==> config.mk <==
export PLATFORM = sky130hd
export DESIGN_NAME = daq_frame_packer
export DESIGN_NICKNAME = d
export VERILOG_FILES = /design/src/rtl/daq_pkg.sv /design/src/rtl/daq_trig_gen.sv /design/src/rtl/daq_frame_packer.sv
export SDC_FILE = /design/constraint.sdc
export NUM_CORES = 1
export LEC_CHECK = 0
export BUFFER_PORTS_ARGS = -buffer_cell sky130_fd_sc_hd__clkbuf_2
export CELL_PAD_IN_SITES_DETAIL_PLACEMENT = 1
export CELL_PAD_IN_SITES_GLOBAL_PLACEMENT = 1
export CORE_MARGIN = 5
export CORE_UTILIZATION = 46
export DETAILED_ROUTE_END_ITERATION = 8
export HOLD_SLACK_MARGIN = 0.03
export PLACE_DENSITY = 0.83
export SETUP_SLACK_MARGIN = 0.2
export SLEW_MARGIN = 5
export SYNTH_ARGS = -nofsm -noshare
export SYNTH_HDL_FRONTEND = slang
export SYNTH_SLANG_ARGS = --single-unit
==> constraint.sdc <==
create_clock -name clk_i -period 4.45 [get_ports clk_i]
set_clock_uncertainty 0.05 [all_clocks]
set_input_delay 0.89 -clock clk_i [delete_from_list [all_inputs] [get_ports clk_i]]
set_output_delay 0.89 -clock clk_i [all_outputs]
set_load 0.01 [all_outputs]
==> src/rtl/daq_pkg.sv <==
// Shared types and constants for the AD7606 frame packer.
// Holds the FSM state enum, default preamble, frame length and error bits.
package daq_pkg;

    typedef enum logic [3:0] {
        IDLE,
        CONV,
        WAIT_BH,
        WAIT_BL,
        CHECK,
        HDR,
        SEQ,
        RD_L,
        RD_H,
        CSUM
    } state_t;

    localparam logic [15:0] DEF_PREAMBLE = 16'hAAAA;

    localparam int ERR_BUSY = 0;
    localparam int ERR_FRST = 1;

    function automatic int frame_len(input int n_dev, input int n_ch);
        return n_dev * n_ch + 3;
    endfunction

    function automatic logic [15:0] sat_inc(input logic [15:0] v);
        return (v == 16'hFFFF) ? v : v + 16'd1;
    endfunction

endpackage

==> src/rtl/daq_trig_gen.sv <==
// Trigger source: internal period counter or synchronised external edge.
// Ports: clk_i, reset_n_i, en_i, trig_mode_i, ext_trig_i in; trig_o pulse out.
module daq_trig_gen #(
    parameter int CONV_DIV = 1000
) (
    input  logic clk_i,
    input  logic reset_n_i,
    input  logic en_i,
    input  logic trig_mode_i,
    input  logic ext_trig_i,
    output logic trig_o
);

    localparam int CW = (CONV_DIV > 1) ? $clog2(CONV_DIV) : 1;
    localparam logic [CW-1:0] DIV_LAST = CW'(CONV_DIV - 1);

    logic [CW-1:0] div_q;
    // [0],[1] synchroniser, [2] previous value for edge detect
    logic [2:0]    sync_q;
    logic          int_fire;
    logic          ext_fire;

    always_ff @(posedge clk_i or negedge reset_n_i) begin
        if (!reset_n_i) begin
            div_q  <= '0;
            sync_q <= '0;
        end else begin
            sync_q <= {sync_q[1:0], ext_trig_i};
            if (!en_i || div_q == DIV_LAST) begin
                div_q <= '0;
            end else begin
                div_q <= div_q + 1'b1;
            end
        end
    end

    assign int_fire = (div_q == DIV_LAST);
    assign ext_fire = sync_q[1] & ~sync_q[2];
    assign trig_o   = en_i & (trig_mode_i ? ext_fire : int_fire);

endmodule

==> src/rtl/daq_frame_packer.sv <==
// Multi-device AD7606 sequencer framing samples into a downstream FIFO.
// Ports: trigger ctl, AD7606 convst/busy/frstdata/cs_n/rd_n/db, FIFO wr/data/space, status.
module daq_frame_packer
    import daq_pkg::*;
#(
    parameter int              N_DEV     = 1,
    parameter int              N_CH      = 8,
    parameter int              DW        = 16,
    parameter logic [DW-1:0]   PREAMBLE  = DW'(DEF_PREAMBLE),
    parameter int              CONV_DIV  = 1000,
    parameter int              CONVST_LO = 4,
    parameter int              RD_LO     = 4,
    parameter int              RD_HI     = 4,
    parameter int              BUSY_TO   = 1024,
    parameter int              SPW       = 10
) (
    input  logic             clk_i,
    input  logic             reset_n_i,
    input  logic             en_i,
    input  logic             trig_mode_i,
    input  logic             ext_trig_i,
    output logic             convst_o,
    input  logic [N_DEV-1:0] busy_i,
    input  logic [N_DEV-1:0] frstdata_i,
    output logic [N_DEV-1:0] cs_n_o,
    output logic             rd_n_o,
    input  logic [DW-1:0]    db_i,
    input  logic [SPW-1:0]   space_i,
    output logic             wr_o,
    output logic [DW-1:0]    data_o,
    output logic [15:0]      drop_cnt_o,
    output logic [1:0]       err_o
);

    localparam int FLEN = frame_len(N_DEV, N_CH);
    localparam int DVW  = (N_DEV > 1) ? $clog2(N_DEV) : 1;
    localparam int CHW  = (N_CH > 1) ? $clog2(N_CH) : 1;
    localparam logic [DVW-1:0] DEV_LAST = DVW'(N_DEV - 1);
    localparam logic [CHW-1:0] CH_LAST  = CHW'(N_CH - 1);
    localparam logic [15:0] T_CONV = 16'(CONVST_LO - 1);
    localparam logic [15:0] T_RDL  = 16'(RD_LO - 1);
    localparam logic [15:0] T_RDH  = 16'(RD_HI - 1);
    localparam logic [15:0] T_BUSY = 16'(BUSY_TO - 1);

    state_t           state_q, state_d;
    logic [15:0]      tmr_q, tmr_d;
    logic [DVW-1:0]   dev_q, dev_d;
    logic [CHW-1:0]   ch_q, ch_d;
    logic [15:0]      seq_q, seq_d;
    logic [15:0]      fseq_q, fseq_d;
    logic [DW-1:0]    csum_q, csum_d;
    logic [15:0]      drop_d;
    logic [1:0]       err_d;
    logic             convst_d, rd_d, wr_d;
    logic [N_DEV-1:0] cs_d;
    logic [DW-1:0]    data_d;
    logic             trig;
    logic             fits;
    logic             frst_sel;

    daq_trig_gen #(
        .CONV_DIV (CONV_DIV)
    ) u_trig (
        .clk_i       (clk_i),
        .reset_n_i   (reset_n_i),
        .en_i        (en_i),
        .trig_mode_i (trig_mode_i),
        .ext_trig_i  (ext_trig_i),
        .trig_o      (trig)
    );

    assign fits = 32'(space_i) >= 32'(FLEN);

    always_comb begin
        frst_sel = 1'b0;
        for (int i = 0; i < N_DEV; i++) begin
            if (dev_q == DVW'(i)) frst_sel = frstdata_i[i];
        end
    end

    always_comb begin
        state_d = state_q;
        tmr_d   = tmr_q + 16'd1;
        dev_d   = dev_q;
        ch_d    = ch_q;
        seq_d   = seq_q;
        fseq_d  = fseq_q;
        csum_d  = csum_q;
        drop_d  = drop_cnt_o;
        err_d   = err_o;
        wr_d    = 1'b0;
        data_d  = data_o;
        // a trigger arriving while busy with a frame is lost
        if (trig && state_q != IDLE) drop_d = sat_inc(drop_d);
        unique case (state_q)
            IDLE: begin
                tmr_d = '0;
                if (trig) begin
                    state_d = CONV;
                    fseq_d  = seq_q;
                    seq_d   = seq_q + 16'd1;
                    csum_d  = DW'(seq_q);
                end
            end
            CONV: begin
                if (tmr_q == T_CONV) begin
                    state_d = WAIT_BH;
                    tmr_d   = '0;
                end
            end
            WAIT_BH: begin
                if (&busy_i) begin
                    state_d = WAIT_BL;
                    tmr_d   = '0;
                end else if (tmr_q == T_BUSY) begin
                    state_d         = IDLE;
                    err_d[ERR_BUSY] = 1'b1;
                end
            end
            WAIT_BL: begin
                if (~|busy_i) begin
                    state_d = CHECK;
                end else if (tmr_q == T_BUSY) begin
                    state_d         = IDLE;
                    err_d[ERR_BUSY] = 1'b1;
                end
            end
            CHECK: begin
                if (fits) begin
                    state_d = HDR;
                    wr_d    = 1'b1;
                    data_d  = PREAMBLE;
                end else begin
                    state_d = IDLE;
                    drop_d  = sat_inc(drop_d);
                end
            end
            HDR: begin
                state_d = SEQ;
                wr_d    = 1'b1;
                data_d  = DW'(fseq_q);
            end
            SEQ: begin
                state_d = RD_L;
                tmr_d   = '0;
                dev_d   = '0;
                ch_d    = '0;
            end
            RD_L: begin
                if (tmr_q == T_RDL) begin
                    state_d = RD_H;
                    tmr_d   = '0;
                    wr_d    = 1'b1;
                    data_d  = db_i;
                    csum_d  = csum_q + db_i;
                    if (ch_q == '0 && !frst_sel) err_d[ERR_FRST] = 1'b1;
                end
            end
            RD_H: begin
                if (tmr_q == T_RDH) begin
                    state_d = RD_L;
                    tmr_d   = '0;
                    if (ch_q == CH_LAST) begin
                        ch_d = '0;
                        if (dev_q == DEV_LAST) begin
                            state_d = CSUM;
                            wr_d    = 1'b1;
                            data_d  = csum_q;
                        end else begin
                            dev_d = dev_q + 1'b1;
                        end
                    end else begin
                        ch_d = ch_q + 1'b1;
                    end
                end
            end
            CSUM: begin
                state_d = IDLE;
            end
            default: begin
                state_d = IDLE;
            end
        endcase
        // strobes follow the next state so they are registered outputs
        convst_d = (state_d != CONV);
        rd_d     = (state_d != RD_L);
        for (int i = 0; i < N_DEV; i++) begin
            cs_d[i] = !((state_d == RD_L || state_d == RD_H) && dev_d == DVW'(i));
        end
    end

    always_ff @(posedge clk_i or negedge reset_n_i) begin
        if (!reset_n_i) begin
            state_q    <= IDLE;
            tmr_q      <= '0;
            dev_q      <= '0;
            ch_q       <= '0;
            seq_q      <= '0;
            fseq_q     <= '0;
            csum_q     <= '0;
            drop_cnt_o <= '0;
            err_o      <= '0;
            convst_o   <= 1'b1;
            cs_n_o     <= '1;
            rd_n_o     <= 1'b1;
            wr_o       <= 1'b0;
            data_o     <= '0;
        end else begin
            state_q    <= state_d;
            tmr_q      <= tmr_d;
            dev_q      <= dev_d;
            ch_q       <= ch_d;
            seq_q      <= seq_d;
            fseq_q     <= fseq_d;
            csum_q     <= csum_d;
            drop_cnt_o <= drop_d;
            err_o      <= err_d;
            convst_o   <= convst_d;
            cs_n_o     <= cs_d;
            rd_n_o     <= rd_d;
            wr_o       <= wr_d;
            data_o     <= data_d;
        end
    end

endmodule

==> out/metrics.csv <==
stage;metric;value;unit
status;outcome;complete, no violations;
global_routing;maximum number of pins on one net before global-route repair;68;
detailed_routing;final routed wire length divided by cell count;20.3;µm
synthesis;mean post-synth cell area;9.19;µm²
clock_network;cell at the root of the clock tree;sky130_fd_sc_hd__clkbuf_16;
timing;maximum operating frequency;249;MHz
critical_path;launch point of the worst reg-to-reg path;drop_cnt_o[0];
floorplan;Starting Density;47.3;%
critical_path;minimum setup slack among reg-to-reg paths;0.43;ns
clock_network;Clock Sinks;123;
min_path;hold endpoint;u_trig.sync_q[1];
floorplan;count of standard-cell rows;45;
place;final HPWL from detailed placement;15.1;mm
clock_network;Bufs on Longest Clock Path;2;
timing;setup total negative slack;0;ns
pwr;total power density per cell area;519;mW/mm²
critical_path;kind of end point of the critical path;flip-flop;
pwr;share of total power in sequential cells;34.6;%
clock_network;H-tree level count;4;
synthesis;Seq/Total Area, Yosys;42.6;%
floorplan;die boundary height;135;µm
layout;commonest cells after routing, fill and taps aside;120 x sky130_fd_sc_hd__dfrtp_1, 87 x sky130_fd_sc_hd__nor2_1, 76 x sky130_fd_sc_hd__nand2_1;
global_routing;number of global-route vias before repair;7014;
synthesis;net count of the mapped netlist;845;
clock_network;hold buffer count at cts;0;
pwr;Worst VDD drop;0.269;mV
clock_network;number of buffers inserted to repair setup after CTS;0;
layout;area growth from synthesis to final layout;15.8;%
layout;fraction of layout instances using a drive strength above 1;17.8;%
floorplan;area of the placeable core;0.0153;mm²
critical_path;Required @ worst endpoint;4.70;ns
clock_network;TritonCTS clock tree;done;
synthesis;number of synthesis warnings;0;
layout;final non-filler cell total;1078;
layout;net total in the final layout;912;
min_path;Worst Min Path Start;u_trig.sync_q[0];
critical_path;type of the setup path with the least slack;flip-flop to flip-flop;
timing;Final Hold Fails;0;
timing;Period minus WS final;4.02;ns
timing;unrepaired setup endpoints after global routing;false;
global_routing;remaining global-route overflow;0;
synthesis;Netlist Area Pre-Place;0.00724;mm²
clock_network;clock-pin slew reported for the worst setup and hold paths after clock tree synthesis;0.06;ns
pwr;Internal Pwr Total;2680;µW
critical_path;worst endpoint data arrival time;4.27;ns
clock_network;insertion delay of the later-clocked pin in the worst-skew pair;0.42;ns
global_routing;GRT Util Overall;24.7;%
pwr;switching component of the power;1670;µW
pwr;switch share;38.4;%
detailed_routing;post-detailed-route count of antenna-violating nets;0;
detailed_routing;count of TritonRoute iterations in the first routing pass;5;
run;MaxCap Viol Count;0;
detailed_routing;average vias per placed instance;6.02;
floorplan;area of the die;0.0183;mm²
global_routing;global-route wire length before repair;36.3;mm
min_path;worst hold-check path type;flip-flop to flip-flop;
timing;Slew Limit Headroom;33.6;%
detailed_routing;initial drt markers;353;
synthesis;Post-synth EDFFs;0;
place;last weighted congestion value of the routability-driven placer;0.956;
global_routing;antenna violations before repair;0;
layout;commonest non-fill, non-tap cell in the layout;sky130_fd_sc_hd__dfrtp_1;
critical_path;depth of the worst register-to-register path;12;
critical_path;destination of the worst register-to-register timing path;drop_cnt_o[1];
detailed_routing;total wire length after detailed routing;21.8;mm
pwr;relative contribution of the clock network to total power;30.2;%
place;count of input and output buffers;70;
layout;# diodes;0;
synthesis;dominant synthesized flop cell;sky130_fd_sc_hd__dfrtp_1;
synthesis;unique cell type count in the Yosys netlist;66;
floorplan;I/O pin cnt;71;
place;Placed Cells incl. Taps;1047;
synthesis;share of flip-flops with an asynchronous set or reset after synthesis;100;%
timing;count of endpoints failing setup in the final report;0;
detailed_routing;DRC Markers;0;
timing;fin crit share;90.3;%
synthesis;register bit total from synthesis;123;
floorplan;Die Span X;135;µm
critical_path;critical-path maximum fanout;10;
clock_network;clock buffers created by TritonCTS;17;
pwr;leakage power;0.00380;µW
timing;Final Max Tran Viols;0;
clock_network;PostCTS Resize Cnt;0;
timing;final hold slack;0.310;ns
pwr;proportion of power drawn by combinational gates;35.2;%
detailed_routing;via count of the routed design;6491;
timing;Worst Max-Slew Pin Slew;0.996;ns
synthesis;gate count of the mapped netlist;788;
critical_path;sort of element at the start of the critical path;flip-flop;
min_path;hold path depth;0;
-- power groups by stage --
| stage | clock (µW) | combinational, µW | sequential, µW |
|---|---|---|---|
| floorplan | 0 | 1030 | 1480 |
| global placement | 0 | 1410 | 1500 |
| detailed placement | 0 | 1480 | 1520 |
| CTS | 1330 | 1530 | 1500 |
| global route | 1380 | 1700 | 1530 |
| finish | 1310 | 1530 | 1500 |
-- how the worst max path moves through the flow --
stage                        from       endpoint  slack, ns  depth (start not counted)
global placement      trig_mode_i  drop_cnt_o[1]       0.54                          9
floorplan             trig_mode_i  drop_cnt_o[1]       0.85                         12
global route        drop_cnt_o[0]  drop_cnt_o[1]       0.28                         12
CTS                 drop_cnt_o[0]  drop_cnt_o[1]       0.38                         12
finish              drop_cnt_o[0]  drop_cnt_o[1]       0.43                         12
detailed placement    trig_mode_i  drop_cnt_o[1]       0.36                          9
-- Yosys cell counts (6+ instances only) --
cell type	number	area, µm²
sky130_fd_sc_hd__a211oi_1	7	52.6
sky130_fd_sc_hd__a21oi_1	43	215
sky130_fd_sc_hd__a31oi_1	9	56.3
sky130_fd_sc_hd__and3_1	16	100
sky130_fd_sc_hd__clkbuf_1	25	93.8
sky130_fd_sc_hd__dfrtp_1	120	3000
sky130_fd_sc_hd__ha_1	23	288
sky130_fd_sc_hd__inv_1	25	93.8
sky130_fd_sc_hd__mux2_2	21	236
sky130_fd_sc_hd__mux2i_1	22	220
sky130_fd_sc_hd__nand2_1	76	285
sky130_fd_sc_hd__nand2b_1	7	43.8
sky130_fd_sc_hd__nand3_1	34	170
sky130_fd_sc_hd__nand4_1	18	113
sky130_fd_sc_hd__nor2_1	87	327
sky130_fd_sc_hd__nor2b_1	7	43.8
sky130_fd_sc_hd__nor3_1	21	105
sky130_fd_sc_hd__nor4_1	8	50.1
sky130_fd_sc_hd__o21ai_0	38	190
sky130_fd_sc_hd__o22ai_1	6	37.5
sky130_fd_sc_hd__o31ai_1	6	45.0
sky130_fd_sc_hd__or3_1	8	50.1
sky130_fd_sc_hd__or4_1	7	52.6
sky130_fd_sc_hd__xnor2_1	42	368
sky130_fd_sc_hd__xor2_1	20	175
-- worst max-delay path, stage by stage (launching register included) --
cell	delay, ns
sky130_fd_sc_hd__dfrtp_1	0.45
sky130_fd_sc_hd__ha_2	0.33
sky130_fd_sc_hd__nand3_1	0.21
sky130_fd_sc_hd__or4_4	0.58
sky130_fd_sc_hd__nand4_1	0.31
sky130_fd_sc_hd__buf_4	0.23
sky130_fd_sc_hd__nand2_1	0.07
sky130_fd_sc_hd__nand2_1	0.10
sky130_fd_sc_hd__ha_1	0.25
sky130_fd_sc_hd__nand2_1	0.12
sky130_fd_sc_hd__or3_1	0.56
sky130_fd_sc_hd__o21ai_1	0.27
sky130_fd_sc_hd__mux2_2	0.37
-- layout make-up --
| cell class | instances | area, µm² |
|---|---|---|
| tap | 211 | 264 |
| sequential | 123 | 3080 |
| timing repair buffer | 82 | 455 |
| fill | 1774 | 6930 |
| inverter | 25 | 93.8 |
| clock buffer | 20 | 457 |
| clock inverter | 11 | 97.6 |
| multi-input combinational | 606 | 3940 |
-- cell families after synthesis --
| group | count (synthesis) | synth area share, % |
|---|---|---|
| AND/OR/NAND/NOR | 318 | 21.8 |
| AO/OA/AOI/OAI | 159 | 14.3 |
| flip-flops | 123 | 42.6 |
| XOR/XNOR | 62 | 7.50 |
| buffers and inverters | 59 | 3.32 |
| multiplexers | 43 | 6.31 |
| adder cells (fa/ha/maj) | 24 | 4.25 |
-- stage by stage --
stage	area, µm²	total power, µW	utilization, %	worst slack (ns)
after floorplan	7240	2510	-	0.847
after global placement	7830	2900	51.1	0.538
after detailed placement	7830	3000	51.1	0.362
after CTS	8380	4370	54.7	0.375
after global routing	8380	4610	54.7	0.276
final	8380	4350	54.7	0.433
-- state kept, by name (all words and copies together), names as in the netlist, 2 cells and up --
signal	flops
u_trig.div_q	10
data_o	16
seq_q	16
tmr_q	16
ch_q	3
csum_q	16
fseq_q	16
drop_cnt_o	16
err_o	2
state_q	4
u_trig.sync_q	3
-- per-layer routing --
metal	global-route usage, %	vias up	share of wire (%)	wire [µm]
met5	0	-	0	0
met4	9.29	0	2.1	456
met3	4.12	50	4.9	1070
met2	42.3	187	50	11000
met1	31.3	3295	43	9320
li1	-	2959	-	-
Power figures use the tool's default switching activity.
